==> src/rtl/fetch_stage.sv <==
`default_nettype none
// +---------------------------------------------------------------------------+
// | Module   : fetch_stage                                                    |
// | Brief    : PC + req/ack instruction fetch with IR buffering and redirect. |
// |            Optional macro FETCH_TIMEOUT_EN bounds the wait for mem_ack.   |
// | Revision : 1.0 - initial release                                          |
// +---------------------------------------------------------------------------+
module fetch_stage #(
  parameter int                ADDR_W      = 8,
  parameter int                INST_W      = 16,
  parameter logic [ADDR_W-1:0] RESET_PC    = '0,
  parameter int                TIMEOUT_CYC = 15
) (
  input  logic              clk,
  input  logic              clr,
  input  logic [5:0]        inst_enable,
  input  logic              branch_valid,
  input  logic [ADDR_W-1:0] branch_target,
  output logic              mem_req,
  output logic [ADDR_W-1:0] mem_addr,
  input  logic              mem_ack,
  input  logic [INST_W-1:0] mem_rdata,
  output logic [INST_W-1:0] ir,
  output logic              ir_valid,
  output logic [ADDR_W-1:0] pc_out,
  output logic              stall,
  output logic              fetch_err
);

  localparam logic [1:0] c_st_idle = 2'd0;
  localparam logic [1:0] c_st_wait = 2'd1;
  localparam logic [1:0] c_st_hold = 2'd2;

  logic [1:0]        r_state;
  logic [ADDR_W-1:0] r_pc;
  logic              r_mem_req;
  logic [ADDR_W-1:0] r_mem_addr;
  logic [INST_W-1:0] r_ir;
  logic              r_ir_valid;
  logic [INST_W-1:0] r_buf;
  logic              r_kill;

  logic              w_fetch_permit;
  logic              w_load_permit;
  logic              w_ack;
  logic              w_timeout;
  logic [ADDR_W-1:0] w_pc_inc;
  logic              w_unused_ie;

  assign w_fetch_permit = inst_enable[5];
  assign w_load_permit  = inst_enable[4];
  assign w_ack          = r_mem_req & mem_ack;
  assign w_pc_inc       = r_pc + ADDR_W'(1);
  assign w_unused_ie    = ^inst_enable[3:0];

`ifdef FETCH_TIMEOUT_EN
  localparam int c_cnt_w = $clog2(TIMEOUT_CYC + 1);

  logic [c_cnt_w-1:0] r_wait_cnt;
  logic               r_fetch_err;

  assign w_timeout = (r_state == c_st_wait) && !w_ack &&
                     (r_wait_cnt == c_cnt_w'(TIMEOUT_CYC - 1));
  assign fetch_err = r_fetch_err;

  // Counter idles at zero outside WAIT, so every WAIT entry starts from zero.
  always_ff @(posedge clk or negedge clr) begin
    if (!clr) begin
      r_wait_cnt  <= '0;
      r_fetch_err <= 1'b0;
    end else begin
      if (r_state != c_st_wait) begin
        r_wait_cnt <= '0;
      end else if (!w_ack) begin
        r_wait_cnt <= r_wait_cnt + c_cnt_w'(1);
      end
      if (w_timeout) begin
        r_fetch_err <= 1'b1;
      end
    end
  end
`else
  logic w_unused_param;

  assign w_timeout      = 1'b0;
  assign fetch_err      = 1'b0;
  assign w_unused_param = (TIMEOUT_CYC > 0);
`endif

  always_ff @(posedge clk or negedge clr) begin
    if (!clr) begin
      r_state    <= c_st_idle;
      r_pc       <= RESET_PC;
      r_mem_req  <= 1'b0;
      r_mem_addr <= RESET_PC;
      r_ir       <= '0;
      r_ir_valid <= 1'b0;
      r_buf      <= '0;
      r_kill     <= 1'b0;
    end else begin
      r_ir_valid <= 1'b0;
      if (branch_valid) begin
        r_pc <= branch_target;
      end
      case (r_state)
        c_st_idle: begin
          if (w_fetch_permit && !branch_valid) begin
            r_mem_req  <= 1'b1;
            r_mem_addr <= r_pc;
            r_state    <= c_st_wait;
          end
        end
        c_st_wait: begin
          if (w_ack) begin
            r_mem_req <= 1'b0;
            // A redirect, now or earlier in this handshake, wins over loading.
            if (r_kill || branch_valid) begin
              r_kill  <= 1'b0;
              r_state <= c_st_idle;
            end else if (w_load_permit) begin
              r_ir       <= mem_rdata;
              r_ir_valid <= 1'b1;
              r_pc       <= w_pc_inc;
              r_state    <= c_st_idle;
            end else begin
              r_buf   <= mem_rdata;
              r_state <= c_st_hold;
            end
          end else if (w_timeout) begin
            r_mem_req <= 1'b0;
            r_kill    <= 1'b0;
            r_state   <= c_st_idle;
          end else if (branch_valid) begin
            r_kill <= 1'b1;
          end
        end
        c_st_hold: begin
          if (branch_valid) begin
            r_buf   <= '0;
            r_state <= c_st_idle;
          end else if (w_load_permit) begin
            r_ir       <= r_buf;
            r_ir_valid <= 1'b1;
            r_pc       <= w_pc_inc;
            r_state    <= c_st_idle;
          end
        end
        default: r_state <= c_st_idle;
      endcase
    end
  end

  assign mem_req  = r_mem_req;
  assign mem_addr = r_mem_addr;
  assign ir       = r_ir;
  assign ir_valid = r_ir_valid;
  assign pc_out   = r_pc;
  assign stall    = (r_state == c_st_wait) || (r_state == c_st_hold);

endmodule
`default_nettype wire

==> config.mk <==
export PLATFORM = sky130hd
export DESIGN_NAME = fetch_stage
export DESIGN_NICKNAME = d
export VERILOG_FILES = /design/src/rtl/fetch_stage.sv
export SDC_FILE = /design/constraint.sdc
export NUM_CORES = 1
export LEC_CHECK = 0
export CORE_MARGIN = 5
export CORE_UTILIZATION = 53
export DETAILED_ROUTE_END_ITERATION = 8
export MAX_ROUTING_LAYER = met4
export PLACE_DENSITY = 0.85
export SLEW_MARGIN = 20
export SYNTH_ARGS = -nofsm -noshare
export SYNTH_HDL_FRONTEND = slang
export SYNTH_SLANG_ARGS = --single-unit
==> constraint.sdc <==
create_clock -name clk -period 4.2 [get_ports clk]
set_input_delay 0.84 -clock clk [delete_from_list [all_inputs] [get_ports clk]]
set_output_delay 0.84 -clock clk [all_outputs]
set_load 0.005 [all_outputs]
==> results of run 1 <==
## power by group through the flow
stage	clock network [W]	logic, W	registers, W
detailed placement	0	0.00111	0.000941
CTS	0.000375	0.00111	0.000940
global placement	0	0.00108	0.000936
floorplan	0	0.000663	0.000916
global route	0.000396	0.00120	0.000975
finish	0.000370	0.00110	0.000942
## sequential cells by signal, indices dropped and copies added, names as in the netlist
name      count
mem_req       1
r_state       2
ir_valid      1
pc_out        8
r_kill        1
r_buf        16
ir           16
mem_addr      8
## per-layer routing
layer / up-vias / wire, µm / GRT usage (%)
met5: - / 0 / -
met4: 0 / 72 / 6.241
met3: 6 / 324 / 4.455
met2: 64 / 2901 / 29.01
met1: 1082 / 2811 / 23.89
li1: 1077 / - / -
## cells in the mapped netlist, types with 2 or more instances
master | n | area share [%]
or3_1 | 3 | 0.66
mux2_2 | 14 | 5.6
clkbuf_1 | 6 | 0.79
nand2_1 | 11 | 1.5
nand3_1 | 4 | 0.71
o22ai_1 | 4 | 0.88
nand4_1 | 3 | 0.66
a311o_1 | 2 | 0.71
nor2b_1 | 20 | 4.4
nor2_1 | 22 | 2.9
nand3b_1 | 2 | 0.53
o21ai_0 | 5 | 0.88
mux2_4 | 10 | 5.3
a41o_1 | 2 | 0.71
and3_1 | 2 | 0.44
o211ai_1 | 5 | 1.3
a31oi_1 | 3 | 0.66
inv_1 | 10 | 1.3
dfrtp_1 | 53 | 47
ha_1 | 4 | 1.8
buf_2 | 11 | 1.9
or2_2 | 3 | 0.66
a21oi_1 | 40 | 7.1
mux2i_1 | 5 | 1.8
nand2b_1 | 6 | 1.3
xor2_1 | 2 | 0.62
## cell type report
class,count,share of cell area (%)
clock inverter,2,1.040
inverter,10,1.040
multi-input combinational,190,38.02
clock buffer,6,2.288
timing repair buffer,68,18.44
sequential,53,36.74
tap,70,2.426
## cell families (layout without fill, tap and decap cells)
group | Yosys count | in the layout | synth area share [%]
other cells | 1 | 1 | 0.1324
simple gates | 79 | 79 | 15.42
xor+xnor | 3 | 3 | 0.9277
mux | 29 | 29 | 12.63
compound gates | 74 | 74 | 17.58
buf+inv | 29 | 86 | 4.726
flops | 53 | 53 | 46.82
fa+ha+maj | 4 | 4 | 1.767
## worst paths after layout
path / end / startpoint
max reg2reg: ir[5]$_DFFE_PN0P_ / r_state[0]$_DFFE_PN0P_
min reg2reg: mem_addr[6]$_DFFE_PN0P_ / mem_addr[6]$_DFFE_PN0P_
max: r_buf[5]$_DFFE_PN0P_ / branch_valid
max in group asynchronous: ir[0]$_DFFE_PN0P_ / clr
min in group asynchronous: mem_addr[3]$_DFFE_PN0P_ / clr
min: mem_addr[6]$_DFFE_PN0P_ / mem_addr[6]$_DFFE_PN0P_
## per-stage QoR
| step | instance area [µm²] | util, % |
|---|---|---|
| 2_1_floorplan | 2833 | - |
| 3_3_place_gp | 3490 | 67.89 |
| 3_5_place_dp | 3490 | 67.89 |
| 4_1_cts | 3610 | 70.23 |
| 5_1_grt | 3610 | 70.23 |
| 6_report | 3610 | 70.23 |
==> flow_metrics.env, run 1 <==
export IMPL_clock_skew_final_ps=4.479
export IMPL_critical_path_buf_inv_count=1
export IMPL_wire_per_inst_um=15.31
export IMPL_ff_latch_area_um2=1326
export IMPL_cts_tree="done"
export IMPL_layout_commonest_cell="clkdlybuf4s50_1"
export IMPL_cellInternalPower_w=0.001602
export IMPL_postSynthAreaPerCell_um2=10.41
export IMPL_portion_of_total_power_attributed_to_combinational_logic_pct=45.6
export IMPL_final_wtd_congestion=0.8456
export IMPL_report_final_slew_viol_count=0
export IMPL_ys_warn_count=0
export IMPL_final_antenna_net_count=0
export IMPL_grt_pass1_vias=2207
export IMPL_period_needed_ps=2736
export IMPL_synth_edf_count=0
export IMPL_pwr_share_seq_pct=39.1
export IMPL_die_width_um=83.11
export IMPL_timing_final_ws_setup_ps=1464
export IMPL_vias_per_cell=5.586
export IMPL_detailedRoute_firstIterationViolations=151
export IMPL_worst_margin_pin_slew_ps=983.9
export IMPL_timing_critical_path_required_ps=4400
export IMPL_seq_area_frac_synth_pct=46.82
export IMPL_clockBufferDepth=2
export IMPL_postSynth_topFlopCell="dfrtp_1"
export IMPL_synthesis_area_um2=2833
export IMPL_async_flop_share_pct=100.0
export IMPL_crit_cells=5
export IMPL_cp_end_kind="flip-flop"
export IMPL_dpl_hpwl_um=4188
export IMPL_buffer_ports_inserted=64
export IMPL_hp_class="flip-flop to flip-flop"
export IMPL_fp_dieH_um=83.11
export IMPL_grt_setup_unrepaired="no"
export IMPL_cts_resized_gates=0
export IMPL_status="complete, no violations"
export IMPL_power_density_cell_area_nw_per_um2=668.3
export IMPL_power_switching_share_pct=33.58
export IMPL_clkLatencyLatePin_ps=310
export IMPL_worstRegToRegCells=7
export IMPL_final_instance_count_excl_fill=399
export IMPL_power_leakage_nw=1.533
export IMPL_dp_worst_setup_slack_ps=1164
export IMPL_postCtsHoldBufs=0
export IMPL_totalNegativeSetupSlack_ps=0
export IMPL_final_hold_violations=0
export IMPL_min_path_cells=1
export IMPL_cts_root_buffer_cell="clkbuf_8"
export IMPL_timing_final_crit_share_pct=65.15
export IMPL_worst_setup_hold_path_clk_slew_ps=100
export IMPL_slew_limit_headroom_pct=34.41
export IMPL_dr_pass1_iters=4
export IMPL_antenna_diode_count=0
export IMPL_initial_antenna_violation_count=0
export IMPL_floorplan_initialDensity_pct=55.11
export IMPL_cp_data_arrival_time_ps=2940
export IMPL_cts_htree_levels=2
export IMPL_areaGrowthSynthToFinish_pct=27.43
export IMPL_max_freq_ghz=0.3655
export IMPL_report_final_setup_viol=0
export IMPL_worst_setup_path_type="input port to flip-flop"
export IMPL_worst_path_dominant_cell_family="buffers and inverters"
export IMPL_r2r_slack_ps=1680
export IMPL_drc=0
export IMPL_number_of_storage_elements_in_the_synthesis_netlist=53
export IMPL_syn_nets=310
export IMPL_max_cap_violations=0
export IMPL_totalPowerFinal_w=0.002412
export IMPL_crit_path_cell_trace="clkdlybuf4s50_1 > nand4bb_4 > o21ai_2 > o211ai_4 > mux2_4"
export IMPL_post_cts_repair_setup_buffers=0
export IMPL_i_o_pin_cnt=70
export IMPL_grt_pass1_wl_um=10430
export IMPL_peakVddDrop_mv=0.3787
export IMPL_core_area_um2=5140
export IMPL_slowest_stage_delay_on_critical_path_ps=770
export IMPL_part_of_the_total_power_dissipated_in_the_clock_network_pct=15.3
export IMPL_fillCellCount=402
export IMPL_grt_util_all_layers_pct=18.60
export IMPL_worstSetupStartpointType="input port"
export IMPL_critical_path_slowest_cell="clkdlybuf4s50_1"
export IMPL_drive_gt1_share_pct=13.68
export IMPL_die_area_um2=6906
export IMPL_worstPathMaxFanout=19
export IMPL_synthDistinctLibCells=46
export IMPL_number_of_sinks_driven_by_the_clock_tree=53
export IMPL_total_placed_cells_including_tap_cells=391
export IMPL_grt_max_degree=54
export IMPL_finalNetCount=366
export IMPL_core_rowCount=26
export IMPL_drt_total_wl_um=6110
export IMPL_post_synth_inst_count=272
export IMPL_total_switching_power_w=0.0008102
export IMPL_globalRoute_totalOverflow=0
export IMPL_final_hold_worst_slack_ps=513.5
export IMPL_vias=2229
export IMPL_numCtsBuffers=5
export IMPL_area_of_combinational_cells_with_multiple_inputs_um2=1373
export IMPL_layout_common_cells="clkdlybuf4s50_1, dfrtp_1, a21oi_1"
(Power assumes the default switching activity.)
==> run 2: changes to the inputs <==
- CORE_UTILIZATION: 53 -> 45
- PLACE_DENSITY: 0.85 -> 0.77
- clock period: 4.2 -> 2.3 ns (I/O delays scaled with it)
==> flow_metrics.env, run 2 (synthesis gave the netlist of run 1 again) <==
export IMPL_i_o_pin_cnt=70
export IMPL_clockBufferDepth=2
export IMPL_report_final_setup_viol=0
export IMPL_worstSetupStartpointType="flip-flop"
export IMPL_worst_setup_path_type="flip-flop to primary output"
export IMPL_numCtsBuffers=5
export IMPL_cp_data_arrival_time_ps=1740
export IMPL_antenna_diode_count=0
export IMPL_clkLatencyLatePin_ps=300
export IMPL_die_width_um=89.34
export IMPL_clock_skew_final_ps=7.981
export IMPL_layout_commonest_cell="clkdlybuf4s50_1"
export IMPL_wire_per_inst_um=15.07
export IMPL_global_route_usage_met3_pct=3.318
export IMPL_areaGrowthSynthToFinish_pct=29.51
export IMPL_vias=2273
export IMPL_cts_tree="done"
export IMPL_grt_setup_unrepaired="no"
export IMPL_slew_limit_headroom_pct=52.28
export IMPL_number_of_sinks_driven_by_the_clock_tree=53
export IMPL_buffer_ports_inserted=64
export IMPL_grt_pass1_wl_um=10540
export IMPL_grt_pass1_vias=2259
export IMPL_cp_end_kind="primary output"
export IMPL_floorplan_initialDensity_pct=45.39
export IMPL_power_density_cell_area_nw_per_um2=1183
export IMPL_period_needed_ps=2199
export IMPL_initial_antenna_violation_count=0
export IMPL_layout_common_cells="clkdlybuf4s50_1, dfrtp_1, a21oi_1"
export IMPL_core_area_um2=6241
export IMPL_totalPowerFinal_w=0.004339
export IMPL_globalRoute_totalOverflow=0
export IMPL_final_wtd_congestion=0.8216
export IMPL_grt_met2_usage_pct=29.20
export IMPL_max_cap_violations=0
export IMPL_timing_critical_path_required_ps=1840
export IMPL_final_hold_violations=0
export IMPL_finalNetCount=374
export IMPL_hp_class="input port to asynchronous set/reset pin"
export IMPL_critical_path_slowest_cell="clkdlybuf4s50_1"
export IMPL_timing_final_crit_share_pct=95.63
export IMPL_worstPathMaxFanout=11
export IMPL_dr_pass1_iters=4
export IMPL_vias_per_cell=5.490
export IMPL_dp_worst_setup_slack_ps=33.84
export IMPL_fin_util_pct=58.78
export IMPL_worst_margin_pin_slew_ps=712.4
export IMPL_grt_most_used_layer="met2"
export IMPL_timing_final_ws_setup_ps=100.6
export IMPL_power_leakage_nw=1.559
export IMPL_drive_gt1_share_pct=16.02
export IMPL_slowest_stage_delay_on_critical_path_ps=540
export IMPL_dpl_hpwl_um=4598
export IMPL_final_hold_worst_slack_ps=465.7
export IMPL_worst_setup_hold_path_clk_slew_ps=100
export IMPL_grt_max_degree=33
export IMPL_drc=0
export IMPL_status="complete, no violations"
export IMPL_fp_dieH_um=89.34
export IMPL_worst_path_dominant_cell_family="buffers and inverters"
export IMPL_grt_util_all_layers_pct=17.14
export IMPL_detailedRoute_firstIterationViolations=93
export IMPL_peakVddDrop_mv=0.6960
export IMPL_critical_path_buf_inv_count=2
export IMPL_max_freq_ghz=0.4547
export IMPL_fillCellCount=545
export IMPL_drt_total_wl_um=6239
export IMPL_totalNegativeSetupSlack_ps=0
export IMPL_cts_htree_levels=2
export IMPL_die_area_um2=7982
export IMPL_area_of_combinational_cells_with_multiple_inputs_um2=1378
export IMPL_crit_path_cell_trace="inv_1 > ha_2 > clkdlybuf4s50_1"
export IMPL_ff_latch_area_um2=1326
export IMPL_core_rowCount=29
export IMPL_met1_usage_pct=21.65
export IMPL_cts_root_buffer_cell="clkbuf_8"
export IMPL_report_final_slew_viol_count=0
export IMPL_final_antenna_net_count=0
[run 2: cell types whose count changed in the layout (fill, tap and decap cells not counted), sizes merged]
| cell | before | now |
|---|---|---|
| buf | 5 | 12 |
| bufinv | 1 | 0 |
| clkbuf | 6 | 5 |
| clkinv | 0 | 1 |
| dlygate4sd3 | 0 | 1 |
| inv | 10 | 11 |
[run 2: power breakdown]
part           switching, W  leakage, nW  total (W)  internal, W
logic              0.000840        0.886    0.00210      0.00126
registers          0.000333        0.629    0.00171      0.00137
clock network      0.000316       0.0445   0.000533     0.000217
total               0.00149         1.56    0.00434      0.00285
[run 2: worst register-to-register path: stages, from the launching register on]
cell and delay (ps):
dfrtp_1 370, inv_1 70, ha_1 200, buf_4 190, o211ai_4 590, mux2_2 420
[run 2: layout make-up]
class | count | area share [%]
inverters | 10 | 1.023
repair buffers | 76 | 20.19
flip-flops and latches | 53 | 36.15
well taps | 77 | 2.626
clock inverters | 3 | 0.5798
clock buffers | 5 | 1.876
multi-input cells | 190 | 37.55
[run 2: path summary, 6_finish.rpt]
check,slack [ps],depth (start not counted),from,to
min,470,2,clr,mem_addr[1]$_DFFE_PN0P_
max in group asynchronous,1310,3,clr,ir[0]$_DFFE_PN0P_
max reg2reg,350,5,r_state[1]$_DFFE_PN0P_,r_buf[2]$_DFFE_PN0P_
max,100,3,r_state[1]$_DFFE_PN0P_,stall
min reg2reg,510,1,mem_addr[5]$_DFFE_PN0P_,mem_addr[5]$_DFFE_PN0P_
min in group clk,510,1,mem_addr[5]$_DFFE_PN0P_,mem_addr[5]$_DFFE_PN0P_
[run 2: what timing repair did]
action | in CTS | in global routing
hold buffers | 1 | 0
gates resized for setup | 0 | 1
endpoints found under the hold margin | 2 | 0
setup buffers | 0 | 0
setup endpoints to repair | 0 | 1
[run 2: through the flow]
step	instance area, µm²	std cells
after floorplan	2833	272
after global placement	3566	405
after detailed placement	3566	405
after CTS	3666	414
after global routing	3669	414
final	3669	414
[run 2: routing by layer]
layer	vias up	routed length, µm
met5	-	0
met4	0	28
met3	4	382
met2	70	3112
met1	1106	2716
li1	1093	-
==> run 3: changes to the inputs <==
- CORE_UTILIZATION: 45 -> 46
- CTS_BUF_LIST: unset -> sky130_fd_sc_hd__clkbuf_2
- PLACE_DENSITY: 0.77 -> unset
- PLACE_DENSITY_LB_ADDON: unset -> 0.08
==> flow_metrics.env, run 3 (synthesis gave the netlist of run 1 again) <==
export IMPL_final_antenna_net_count=0
export IMPL_drt_total_wl_um=6279
export IMPL_timing_final_crit_share_pct=94.84
export IMPL_clock_skew_final_ps=13.69
export IMPL_grt_util_all_layers_pct=17.89
export IMPL_dpl_hpwl_um=4446
export IMPL_vias_per_cell=5.368
export IMPL_worstSetupStartpointType="flip-flop"
export IMPL_finalNetCount=378
export IMPL_timing_critical_path_required_ps=1840
export IMPL_final_wtd_congestion=0.7693
export IMPL_floorplan_initialDensity_pct=47.56
export IMPL_report_final_setup_viol=0
export IMPL_grt_pass1_wl_um=10850
export IMPL_number_of_sinks_driven_by_the_clock_tree=53
export IMPL_areaGrowthSynthToFinish_pct=29.51
export IMPL_worst_setup_hold_path_clk_slew_ps=270
export IMPL_max_freq_ghz=0.4585
export IMPL_fp_dieH_um=88.48
export IMPL_fillCellCount=547
export IMPL_worst_setup_path_type="flip-flop to primary output"
export IMPL_grt_max_degree=54
export IMPL_initial_antenna_violation_count=0
export IMPL_clkLatencyLatePin_ps=430
export IMPL_power_leakage_nw=1.574
export IMPL_core_rowCount=28
export IMPL_final_hold_violations=0
export IMPL_numCtsBuffers=5
export IMPL_layout_common_cells="clkdlybuf4s50_1, dfrtp_1, a21oi_1"
export IMPL_ff_latch_area_um2=1326
export IMPL_globalRoute_totalOverflow=0
export IMPL_die_area_um2=7828
export IMPL_cp_end_kind="primary output"
export IMPL_grt_pass1_vias=2350
export IMPL_area_of_combinational_cells_with_multiple_inputs_um2=1388
export IMPL_wire_per_inst_um=15.09
export IMPL_cts_tree="done"
export IMPL_cts_root_buffer_cell="clkbuf_2"
export IMPL_clockBufferDepth=2
export IMPL_max_cap_violations=0
export IMPL_hp_class="input port to asynchronous set/reset pin"
export IMPL_period_needed_ps=2181
export IMPL_status="complete, no violations"
export IMPL_worstPathMaxFanout=3
export IMPL_core_area_um2=5956
export IMPL_totalNegativeSetupSlack_ps=0
export IMPL_slew_limit_headroom_pct=52.27
export IMPL_grt_setup_unrepaired="no"
export IMPL_worst_margin_pin_slew_ps=712.5
export IMPL_i_o_pin_cnt=70
export IMPL_detailedRoute_firstIterationViolations=103
export IMPL_postCtsHoldBufs=0
export IMPL_dp_worst_setup_slack_ps=41.28
export IMPL_power_density_cell_area_nw_per_um2=1149
export IMPL_peakVddDrop_mv=0.5784
export IMPL_vias=2233
export IMPL_drc=0
export IMPL_layout_commonest_cell="clkdlybuf4s50_1"
export IMPL_timing_final_ws_setup_ps=118.8
export IMPL_drive_gt1_share_pct=17.30
export IMPL_cp_data_arrival_time_ps=1720
export IMPL_report_final_slew_viol_count=0
export IMPL_final_hold_worst_slack_ps=89.52
export IMPL_antenna_diode_count=0
export IMPL_buffer_ports_inserted=64
export IMPL_cts_htree_levels=2
export IMPL_die_width_um=88.48
export IMPL_dr_pass1_iters=5
-- run 3: cell types whose count changed in the layout (fill, tap and decap cells not counted), sizes merged --
| cell | delta |
|---|---|
| buf | +5 |
| clkinv | +1 |
| dlygate4sd3 | -1 |
| inv | -1 |
-- run 3: area by class of cell --
| type | count | share of cell area, % |
|---|---|---|
| multi-input combinational | 190 | 37.82 |
| sequential | 53 | 36.15 |
| timing repair buffer | 80 | 21.28 |
| tap | 75 | 2.558 |
| inverter | 10 | 1.023 |
| clock buffer | 5 | 0.6821 |
| clock inverter | 3 | 0.4775 |
-- run 3: worst paths after layout --
kind                                          from                      end  slack, ps  cells past startpoint
max                         r_state[0]$_DFFE_PN0P_                    stall        120                      3
min                                            clr      pc_out[6]$_DFF_PN0_         90                      2
max reg2reg                 r_state[0]$_DFFE_PN0P_    r_buf[15]$_DFFE_PN0P_        170                      5
min reg2reg                mem_addr[0]$_DFFE_PN0P_  mem_addr[0]$_DFFE_PN0P_        540                      1
max in group asynchronous                      clr    r_buf[14]$_DFFE_PN0P_       1770                      2
min in group clk           mem_addr[0]$_DFFE_PN0P_  mem_addr[0]$_DFFE_PN0P_        540                      1
-- run 3: per-stage QoR --
step                instance area, µm²  power [W]  cells  utilization, %
floorplan                         2833   0.002884    272               -
global placement                  3591   0.003773    405           60.29
detailed placement                3591   0.003832    405           60.29
CTS                               3661   0.004255    415           61.47
global route                      3669   0.004577    416           61.60
finish                            3669   0.004214    416           61.60
-- run 3: power breakdown --
part | leakage (nW) | switching [W] | internal (W)
logic | 0.917 | 0.000842 | 0.00129
clock network | 0.0287 | 0.000301 | 0.0000710
registers | 0.629 | 0.000344 | 0.00137
total | 1.57 | 0.00149 | 0.00273
-- run 3: what timing repair did --
item	4_1_cts	5_1_grt
gates cloned	0	0
pin swaps	0	1
setup buffers	2	1
gates resized for setup	2	0
endpoints found under the setup margin	1	1
-- run 3: worst max-delay path, stage by stage (launching register included) --
cell and delay, ps:
dfrtp_1 410, inv_1 90, ha_4 290, clkdlybuf4s50_1 490
-- run 3: layer usage --
metal	GRT usage [%]	up-vias	routed length (µm)
met5	-	-	0
met4	6.044	0	119
met3	3.352	10	307
met2	28.14	51	2943
met1	23.31	1072	2908
li1	-	1100	-
